**src/rtl/digit_counter_chain.sv**
```systemverilog
// digit_counter_chain
//   Multi-digit up/down counter for the stopwatch datapath. NUM_DIGITS 4-bit
//   digits live in one register; carry (up) / borrow (down) ripples through
//   all digits combinationally, so a whole-chain step takes one cycle.
//   Even-indexed digits count modulo BASE_EVEN, odd-indexed modulo BASE_ODD
//   (defaults 10/6 give mm:ss).
//
//   Optional build macro: SATURATE_EN -- when defined, a step taken at the
//   terminal value is suppressed (count holds) and rollover is tied low.
//   Undefined (default): full wrap-around with a registered rollover pulse.
//
// Ports
//   clk         rising-edge clock
//   rst         asynchronous active-low reset
//   enable      advance one step this cycle
//   up_down     1 = count up, 0 = count down (sampled with enable)
//   load        synchronous parallel load, wins over enable
//   load_value  digit i on bits [4i+3:4i]; out-of-range digits load as 0
//   count       registered counter value
//   at_limit    combinational: count is at the terminal value for up_down
//   rollover    one-cycle pulse after a wrap step
module digit_counter_chain #(
    parameter int NUM_DIGITS = 4,
    parameter int BASE_EVEN  = 10,
    parameter int BASE_ODD   = 6
) (
    input  logic                    clk,
    input  logic                    rst,
    input  logic                    enable,
    input  logic                    up_down,
    input  logic                    load,
    input  logic [4*NUM_DIGITS-1:0] load_value,
    output logic [4*NUM_DIGITS-1:0] count,
    output logic                    at_limit,
    output logic                    rollover
);

    function automatic int base_of(input int idx);
        return (idx % 2 == 0) ? BASE_EVEN : BASE_ODD;
    endfunction

    logic [NUM_DIGITS-1:0][3:0] digits;
    logic [NUM_DIGITS-1:0][3:0] digits_next;
    logic [NUM_DIGITS-1:0][3:0] load_digits;
    logic [NUM_DIGITS-1:0]      term;
    logic [NUM_DIGITS:0]        chain;
    logic                       advance;

    assign load_digits = load_value;
    assign count       = digits;

    // Per-digit terminal detect for the current direction.
    genvar gi;
    generate
        for (gi = 0; gi < NUM_DIGITS; gi++) begin : g_term
            localparam logic [3:0] MAX = 4'(base_of(gi) - 1);
            assign term[gi] = up_down ? (digits[gi] == MAX) : (digits[gi] == 4'd0);
        end
    endgenerate

    // The whole chain sitting at its terminal value is exactly at_limit.
    assign at_limit = chain[NUM_DIGITS];

`ifdef SATURATE_EN
    assign advance = enable & ~at_limit;
`else
    assign advance = enable;
`endif

    // chain[k] = every digit below k is terminal, i.e. digit k receives the
    // carry/borrow. Built in one process so the ripple is a single comb path.
    always_comb begin
        chain       = '0;
        digits_next = digits;
        chain[0]    = 1'b1;
        for (int k = 0; k < NUM_DIGITS; k++) begin
            chain[k+1] = chain[k] & term[k];
            if (load) begin
                digits_next[k] = ({1'b0, load_digits[k]} < 5'(base_of(k))) ? load_digits[k] : 4'd0;
            end else if (advance && chain[k]) begin
                if (up_down)
                    digits_next[k] = term[k] ? 4'd0 : digits[k] + 4'd1;
                else
                    digits_next[k] = term[k] ? 4'(base_of(k) - 1) : digits[k] - 4'd1;
            end
        end
    end

    always_ff @(posedge clk or negedge rst) begin
        if (!rst) digits <= '0;
        else      digits <= digits_next;
    end

`ifdef SATURATE_EN
    assign rollover = 1'b0;
`else
    logic roll_q;
    // A wrap step is any non-load step taken while the chain is at its limit.
    always_ff @(posedge clk or negedge rst) begin
        if (!rst) roll_q <= 1'b0;
        else      roll_q <= ~load & enable & at_limit;
    end
    assign rollover = roll_q;
`endif

endmodule

```
**config.mk**
```make
export PLATFORM = sky130hd
export DESIGN_NAME = digit_counter_chain
export DESIGN_NICKNAME = d
export VERILOG_FILES = /design/src/rtl/digit_counter_chain.sv
export SDC_FILE = /design/constraint.sdc
export NUM_CORES = 1
export LEC_CHECK = 0
export BUFFER_PORTS_ARGS = -buffer_cell sky130_fd_sc_hd__clkbuf_2
export CAP_MARGIN = 25
export CORE_ASPECT_RATIO = 0.6
export CORE_MARGIN = 2
export CORE_UTILIZATION = 50
export DETAILED_ROUTE_END_ITERATION = 8
export GPL_ROUTABILITY_DRIVEN = 0
export HOLD_SLACK_MARGIN = 0.06
export MAX_ROUTING_LAYER = met4
export PLACE_DENSITY = 0.75
export SYNTH_ARGS = -nofsm -noshare
export SYNTH_HDL_FRONTEND = slang
export SYNTH_SLANG_ARGS = --single-unit
```
**constraint.sdc**
```tcl
create_clock -name clk -period 3.03 [get_ports clk]
set_input_delay 0.909 -clock clk [delete_from_list [all_inputs] [get_ports clk]]
set_output_delay 0.909 -clock clk [all_outputs]
set_load 0.02 [all_outputs]
```
==> flow_metrics.env, run 1 <==
export IMPL_post_route_min_period_ns=3.07
export IMPL_final_setup_skew_ns=0.00663
export IMPL_synthesis_yosys_warnings=0
export IMPL_critical_path_reg2reg_startpoint="count[1]"
export IMPL_port_buffers=38
export IMPL_totalNegativeSetupSlack_ns=-0.0441
export IMPL_syn_cell_area_um2=1700
export IMPL_multi_input_comb_area_um2=1180
export IMPL_critical_path_slowest_cell="sky130_fd_sc_hd__or3b_4"
export IMPL_core_region_area_um2=3240
export IMPL_maxSlewHeadroom=0.563
export IMPL_worst_setup_path_type="input port to primary output"
export IMPL_route_final_wire_length_um=4370
export IMPL_cpLargestDelayFamily="simple AND/OR/NAND/NOR gates"
export IMPL_final_layout_size_suffix_gt1_frac=0.290
export IMPL_violations="setup timing"
export IMPL_synth_nets=250
export IMPL_drtIter0Drc=123
export IMPL_clk_path_buf_depth=2
export IMPL_result_of_the_run="finished with violations"
export IMPL_globalRouteOverflowTotal=0
export IMPL_setup_viol=1
export IMPL_crit_path_cell_trace="buf_8, or3b_4, a21oi_4, nand2_2, nor4_4, buf_4"
export IMPL_mostFrequentLayoutCells="sky130_fd_sc_hd__clkbuf_2, sky130_fd_sc_hd__o21ai_0, sky130_fd_sc_hd__nand2_1, sky130_fd_sc_hd__nor2_1"
export IMPL_layout_nets=296
export IMPL_pre_cts_ws_ns=-0.0411
export IMPL_rows=16
export IMPL_final_non_filler_cell_total=307
export IMPL_ys_ff_latch=17
export IMPL_vias_per_cell=5.75
export IMPL_cts_tree="yes"
export IMPL_nFillCells=293
export IMPL_yosys_cell_types_count=50
export IMPL_power_leakage_uw=0.000964
export IMPL_synth_seq_area_share=0.251
export IMPL_report_power_total_uw=971
export IMPL_cts_buffers_inserted=3
export IMPL_power_density_nw_per_um2=463
export IMPL_synth_edf_count=0
export IMPL_timing_fmax_mhz=325
export IMPL_grt_first_pass_wirelength_um=6980
export IMPL_cp_buffers_inverters=2
export IMPL_synth_area_leader_cell="sky130_fd_sc_hd__dfrtp_1"
export IMPL_largest_net_degree_at_the_start_of_global_routing=36
export IMPL_critical_path_endpoint_type="primary output"
export IMPL_post_route_cell_area_um2=2100
export IMPL_drt_pass1_iterations=4
export IMPL_fin_crit_sh=1.01
export IMPL_synthesized_instance_count=217
export IMPL_postSynth_asyncResetShare=1.00
export IMPL_drv_max_cap_violation_count=0
export IMPL_initial_utilization=0.523
export IMPL_worstHoldPathType="input port to asynchronous set/reset pin"
export IMPL_timing_hold_violations_final=0
export IMPL_worst_endpoint_arrival_ns=2.17
export IMPL_diodes=0
export IMPL_syn_avg_cell_area_um2=7.82
export IMPL_antenna_violations_before_repair=0
export IMPL_crit_required_ns=2.12
export IMPL_post_route_drc_count=0
export IMPL_ctsHtreeMaxLevel=1
export IMPL_report_final_slew_viol_count=0
export IMPL_synth_top_cells_by_area="sky130_fd_sc_hd__dfrtp_1, sky130_fd_sc_hd__ha_1, sky130_fd_sc_hd__o21ai_0"
export IMPL_floorplan_die_area_um2=3890
export IMPL_placedCellCount=300
export IMPL_critPathMaxStageDelay_ns=0.39
export IMPL_worstPathMaxFanout=5
export IMPL_synth_top_flop_cell="sky130_fd_sc_hd__dfrtp_1"
export IMPL_grt_pass1_vias=1513
export IMPL_ff_latch_area_um2=427
export IMPL_cts_hold_buf=0
export IMPL_wire_per_inst_um=14.2
export IMPL_io_pins=39
export IMPL_route_antenna_remaining_nets=0
export IMPL_area_growth_synth_to_final_pct=23.7
export IMPL_layout_commonest_cell="sky130_fd_sc_hd__clkbuf_2"
export IMPL_vias=1765
export IMPL_chipHeight_um=49.1
export IMPL_clockRootBuffer="sky130_fd_sc_hd__clkbuf_8"
export IMPL_floorplan_die_width_um=79.2
export IMPL_timing_critical_path_from_type="input port"
export IMPL_clock_sinks=17
export IMPL_dpl_hpwl_um=3110
export IMPL_worst_skew_pair_late_latency_ns=0.26
export IMPL_postPlaceCellArea_um2=1980
export IMPL_unrepaired_setup_endpoints_after_global_routing="yes"
export IMPL_layout_setup_ws_ns=-0.0441
export IMPL_ir_worst_vdd_v=0.000320
export IMPL_worst_slew_pin_transition_ns=0.655
export IMPL_netlist_area_leader_share=0.251
export IMPL_grt_use_total=0.231
export IMPL_worst_setup_hold_path_clk_slew_ns=0.07
export IMPL_critPathLaunch="up_down"
[final cells by class]
cell class / instances / share of cell area
multi-input cells: 172 / 0.564
flip-flops and latches: 17 / 0.203
inverters: 15 / 0.0268
repair buffers: 54 / 0.157
well taps: 45 / 0.0268
clock buffers: 4 / 0.0215
[path summary, 6_finish.rpt]
path / end / slack [ns] / cells past startpoint
min in group clk: count[5] / 0.68 / 2
min reg2reg: count[5] / 0.68 / 2
max reg2reg: count[8] / 0.70 / 8
max in group asynchronous: count[5] / 2.10 / 1
max: at_limit / -0.04 / 6
min: count[10] / 0.59 / 1
[flip-flops by register name (all words and copies together), names as in the netlist]
name and cells:
rollover 1, count 16
[power by group]
group,internal [µW],total [µW],leakage [µW],switching (µW)
clock,93.7,177,0.0000228,83.7
sequential,257,308,0.000220,50.8
combinational,216,486,0.000722,270
total,567,971,0.000964,404
[metrics by stage]
step                 util  hold WS (ns)
finish              0.647         0.586
global route        0.647         0.624
CTS                 0.625         0.601
detailed placement  0.610         0.642
global placement    0.610         0.635
floorplan               -         0.613
[synth_stat cells (2+ instances only)]
cell / instances
sky130_fd_sc_hd__nor3_1: 9
sky130_fd_sc_hd__and3_1: 3
sky130_fd_sc_hd__inv_1: 14
sky130_fd_sc_hd__nand4b_1: 2
sky130_fd_sc_hd__mux2i_1: 7
sky130_fd_sc_hd__buf_2: 4
sky130_fd_sc_hd__a31oi_1: 6
sky130_fd_sc_hd__nand3_1: 10
sky130_fd_sc_hd__nand2b_1: 4
sky130_fd_sc_hd__xnor2_1: 3
sky130_fd_sc_hd__dfrtp_1: 17
sky130_fd_sc_hd__o221ai_1: 3
sky130_fd_sc_hd__mux2_2: 2
sky130_fd_sc_hd__nor2_1: 17
sky130_fd_sc_hd__clkbuf_1: 8
sky130_fd_sc_hd__nand4_1: 2
sky130_fd_sc_hd__o21ai_0: 22
sky130_fd_sc_hd__o31ai_1: 4
sky130_fd_sc_hd__nor3b_1: 3
sky130_fd_sc_hd__ha_1: 12
sky130_fd_sc_hd__nand2_1: 18
sky130_fd_sc_hd__a21oi_4: 2
sky130_fd_sc_hd__xor2_1: 3
sky130_fd_sc_hd__a21oi_1: 12
sky130_fd_sc_hd__nor2b_1: 5
[logic make-up after synthesis]
group                    after synthesis  share of synthesized area
AND/OR/NAND/NOR                       85                      0.269
multiplexers                          10                     0.0634
flip-flops                            17                      0.251
XOR/XNOR                               6                     0.0310
buffers and inverters                 28                     0.0693
AO/OA/AOI/OAI                         59                      0.228
adder cells (fa/ha/maj)               12                     0.0885
[metal layers]
layer  global-route usage  routed length, µm  vias to the layer above
li1                     -                  -                      875
met1                0.337               2200                      831
met2                0.335               1890                       57
met3               0.0537                267                        2
met4               0.0287                 18                        0
met5                    -                  0                        -
[what timing repair did]
action	in CTS	in global routing
endpoints found under the setup margin	1	1
buffers inserted	0	3
resized for setup	1	17
pin swaps	0	3
Power figures use the tool's default switching activity.
==> inputs of run 2 (changes only) <==
==> constraint.sdc (replaced) <==
create_clock -name clk -period 3.03 [get_ports clk]
set_input_delay 0.1515 -clock clk [delete_from_list [all_inputs] [get_ports clk]]
set_output_delay 0.1515 -clock clk [all_outputs]
set_load 0.02 [all_outputs]
==> run 2 against run 1 <==
The flow now finishes without violations. Global-route usage is 1.5 points lower. Via count is 5.3% lower. Non-clock buffer count is 14 lower. Design area is 7.3% lower. Core utilization is 4.7 points lower. Highest routed layer is now met3. Die area stayed put. Wire length is 12% lower. Critical endpoint unchanged. Setup slack better by 0.69 ns.
==> flow_metrics.env, run 2 (same netlist as run 1, synthesis figures left out) <==
export IMPL_result_of_the_run="completed"
export IMPL_floorplan_die_width_um=79.2
export IMPL_floorplan_die_area_um2=3890
export IMPL_worst_skew_pair_late_latency_ns=0.25
export IMPL_power_leakage_uw=0.000892
export IMPL_worst_setup_hold_path_clk_slew_ns=0.07
export IMPL_totalNegativeSetupSlack_ns=0
export IMPL_rows=16
export IMPL_drtIter0Drc=115
export IMPL_report_power_total_uw=896
export IMPL_ctsHtreeMaxLevel=1
export IMPL_maxSlewHeadroom=0.562
export IMPL_grt_pass1_vias=1369
export IMPL_drt_pass1_iterations=4
export IMPL_largest_net_degree_at_the_start_of_global_routing=36
export IMPL_fin_crit_sh=0.787
export IMPL_worst_slew_pin_transition_ns=0.657
export IMPL_placedCellCount=288
export IMPL_report_final_slew_viol_count=0
export IMPL_mostFrequentLayoutCells="sky130_fd_sc_hd__clkbuf_2, sky130_fd_sc_hd__o21ai_0, sky130_fd_sc_hd__nand2_1"
export IMPL_globalRouteOverflowTotal=0
export IMPL_final_non_filler_cell_total=293
export IMPL_crit_required_ns=2.88
export IMPL_clk_path_buf_depth=2
export IMPL_core_region_area_um2=3240
export IMPL_cts_tree="yes"
export IMPL_layout_commonest_cell="sky130_fd_sc_hd__clkbuf_2"
export IMPL_initial_utilization=0.523
export IMPL_reg2regPathDepth=7
export IMPL_layout_nets=282
export IMPL_ir_worst_vdd_v=0.000314
export IMPL_io_pins=39
export IMPL_holdCritStartpoint="load_value[7]"
export IMPL_final_layout_size_suffix_gt1_frac=0.218
export IMPL_worst_endpoint_arrival_ns=2.23
export IMPL_vias=1671
export IMPL_drv_max_cap_violation_count=0
export IMPL_critical_path_endpoint_type="primary output"
export IMPL_route_antenna_remaining_nets=0
export IMPL_chipHeight_um=49.1
export IMPL_setup_viol=0
export IMPL_vias_per_cell=5.70
export IMPL_diodes=0
export IMPL_worstPathMaxFanout=10
export IMPL_timing_hold_violations_final=0
export IMPL_final_setup_skew_ns=0.00415
export IMPL_timing_fmax_mhz=419
export IMPL_post_route_min_period_ns=2.39
export IMPL_critical_path_reg2reg_startpoint="count[0]"
export IMPL_grt_use_total=0.216
export IMPL_post_route_drc_count=0
export IMPL_worst_setup_path_type="flop to primary output"
export IMPL_power_density_nw_per_um2=461
export IMPL_timing_critical_path_from_type="flop"
export IMPL_antenna_violations_before_repair=0
export IMPL_critPathLaunch="count[4]"
export IMPL_area_growth_synth_to_final_pct=14.6
export IMPL_port_buffers=38
export IMPL_dpl_hpwl_um=2800
export IMPL_cts_buffers_inserted=3
export IMPL_wire_per_inst_um=13.1
export IMPL_flip_flop_count_of_the_largest_register_after_layout=16
export IMPL_unrepaired_setup_endpoints_after_global_routing="no"
export IMPL_worst_hold_path_num_cells=2
export IMPL_clockRootBuffer="sky130_fd_sc_hd__clkbuf_8"
export IMPL_worstHoldPathType="input port to flop"
export IMPL_route_final_wire_length_um=3830
export IMPL_grt_first_pass_wirelength_um=6560
export IMPL_clock_sinks=17
export IMPL_postLayoutCoreUtil=0.600
## run 2: cell types whose count changed in the layout (fill, tap and decap cells not counted), sizes merged
cell and change:
buf -17, clkbuf +2, dlygate4sd3 +1
## run 2: worst paths after layout
check,endpoint,slack (ns)
max,at_limit,0.64
min,count[5],0.11
max reg2reg,count[8],0.84
min reg2reg,count[7],0.67
max in group asynchronous,count[12],2.33
min in group asynchronous,count[7],0.37
## run 2: metal layers
layer  track usage  vias up  wire (µm)
li1              -      841          -
met1         0.337      770       1980
met2         0.297       60       1580
met3        0.0444        0        269
met4        0.0172        0          0
met5             -        -          0
## run 2: per-stage QoR
step | setup slack (ns) | area (µm²) | hold WS [ns]
6_report | 0.645 | 1940 | 0.114
5_1_grt | 0.507 | 1940 | 0.136
3_3_place_gp | 0.900 | 1890 | 0.127
2_1_floorplan | 0.845 | 1700 | -0.144
3_5_place_dp | 0.845 | 1890 | 0.123
4_1_cts | 0.644 | 1940 | 0.116
## run 2: where the power goes
group | internal [µW] | switching [µW] | total [µW]
Combinational | 171 | 233 | 404
Sequential | 256 | 60.5 | 317
Clock | 93.4 | 82.0 | 175
## run 2: area by class of cell
class / count / area (µm²)
tap: 45 / 56.3
inverter: 15 / 56.3
sequential: 17 / 425
clock buffer: 4 / 45.0
fill: 309 / 1300
multi-input combinational: 172 / 1150
timing repair buffer: 40 / 208
## run 2: worst max-delay path, cell delays in order, from the launching register on
cell,delay [ns]
sky130_fd_sc_hd__dfrtp_1,0.49
sky130_fd_sc_hd__inv_1,0.12
sky130_fd_sc_hd__ha_1,0.20
sky130_fd_sc_hd__inv_2,0.06
sky130_fd_sc_hd__o41ai_2,0.53
sky130_fd_sc_hd__nand2_1,0.12
sky130_fd_sc_hd__nor4_2,0.22
sky130_fd_sc_hd__clkbuf_2,0.23
## run 2: timing repair
action,CTS,global route
setup buffers,0,0
hold buffers,1,0
setup endpoints to repair,0,0
hold endpoints to repair,17,0
resized for setup,0,0
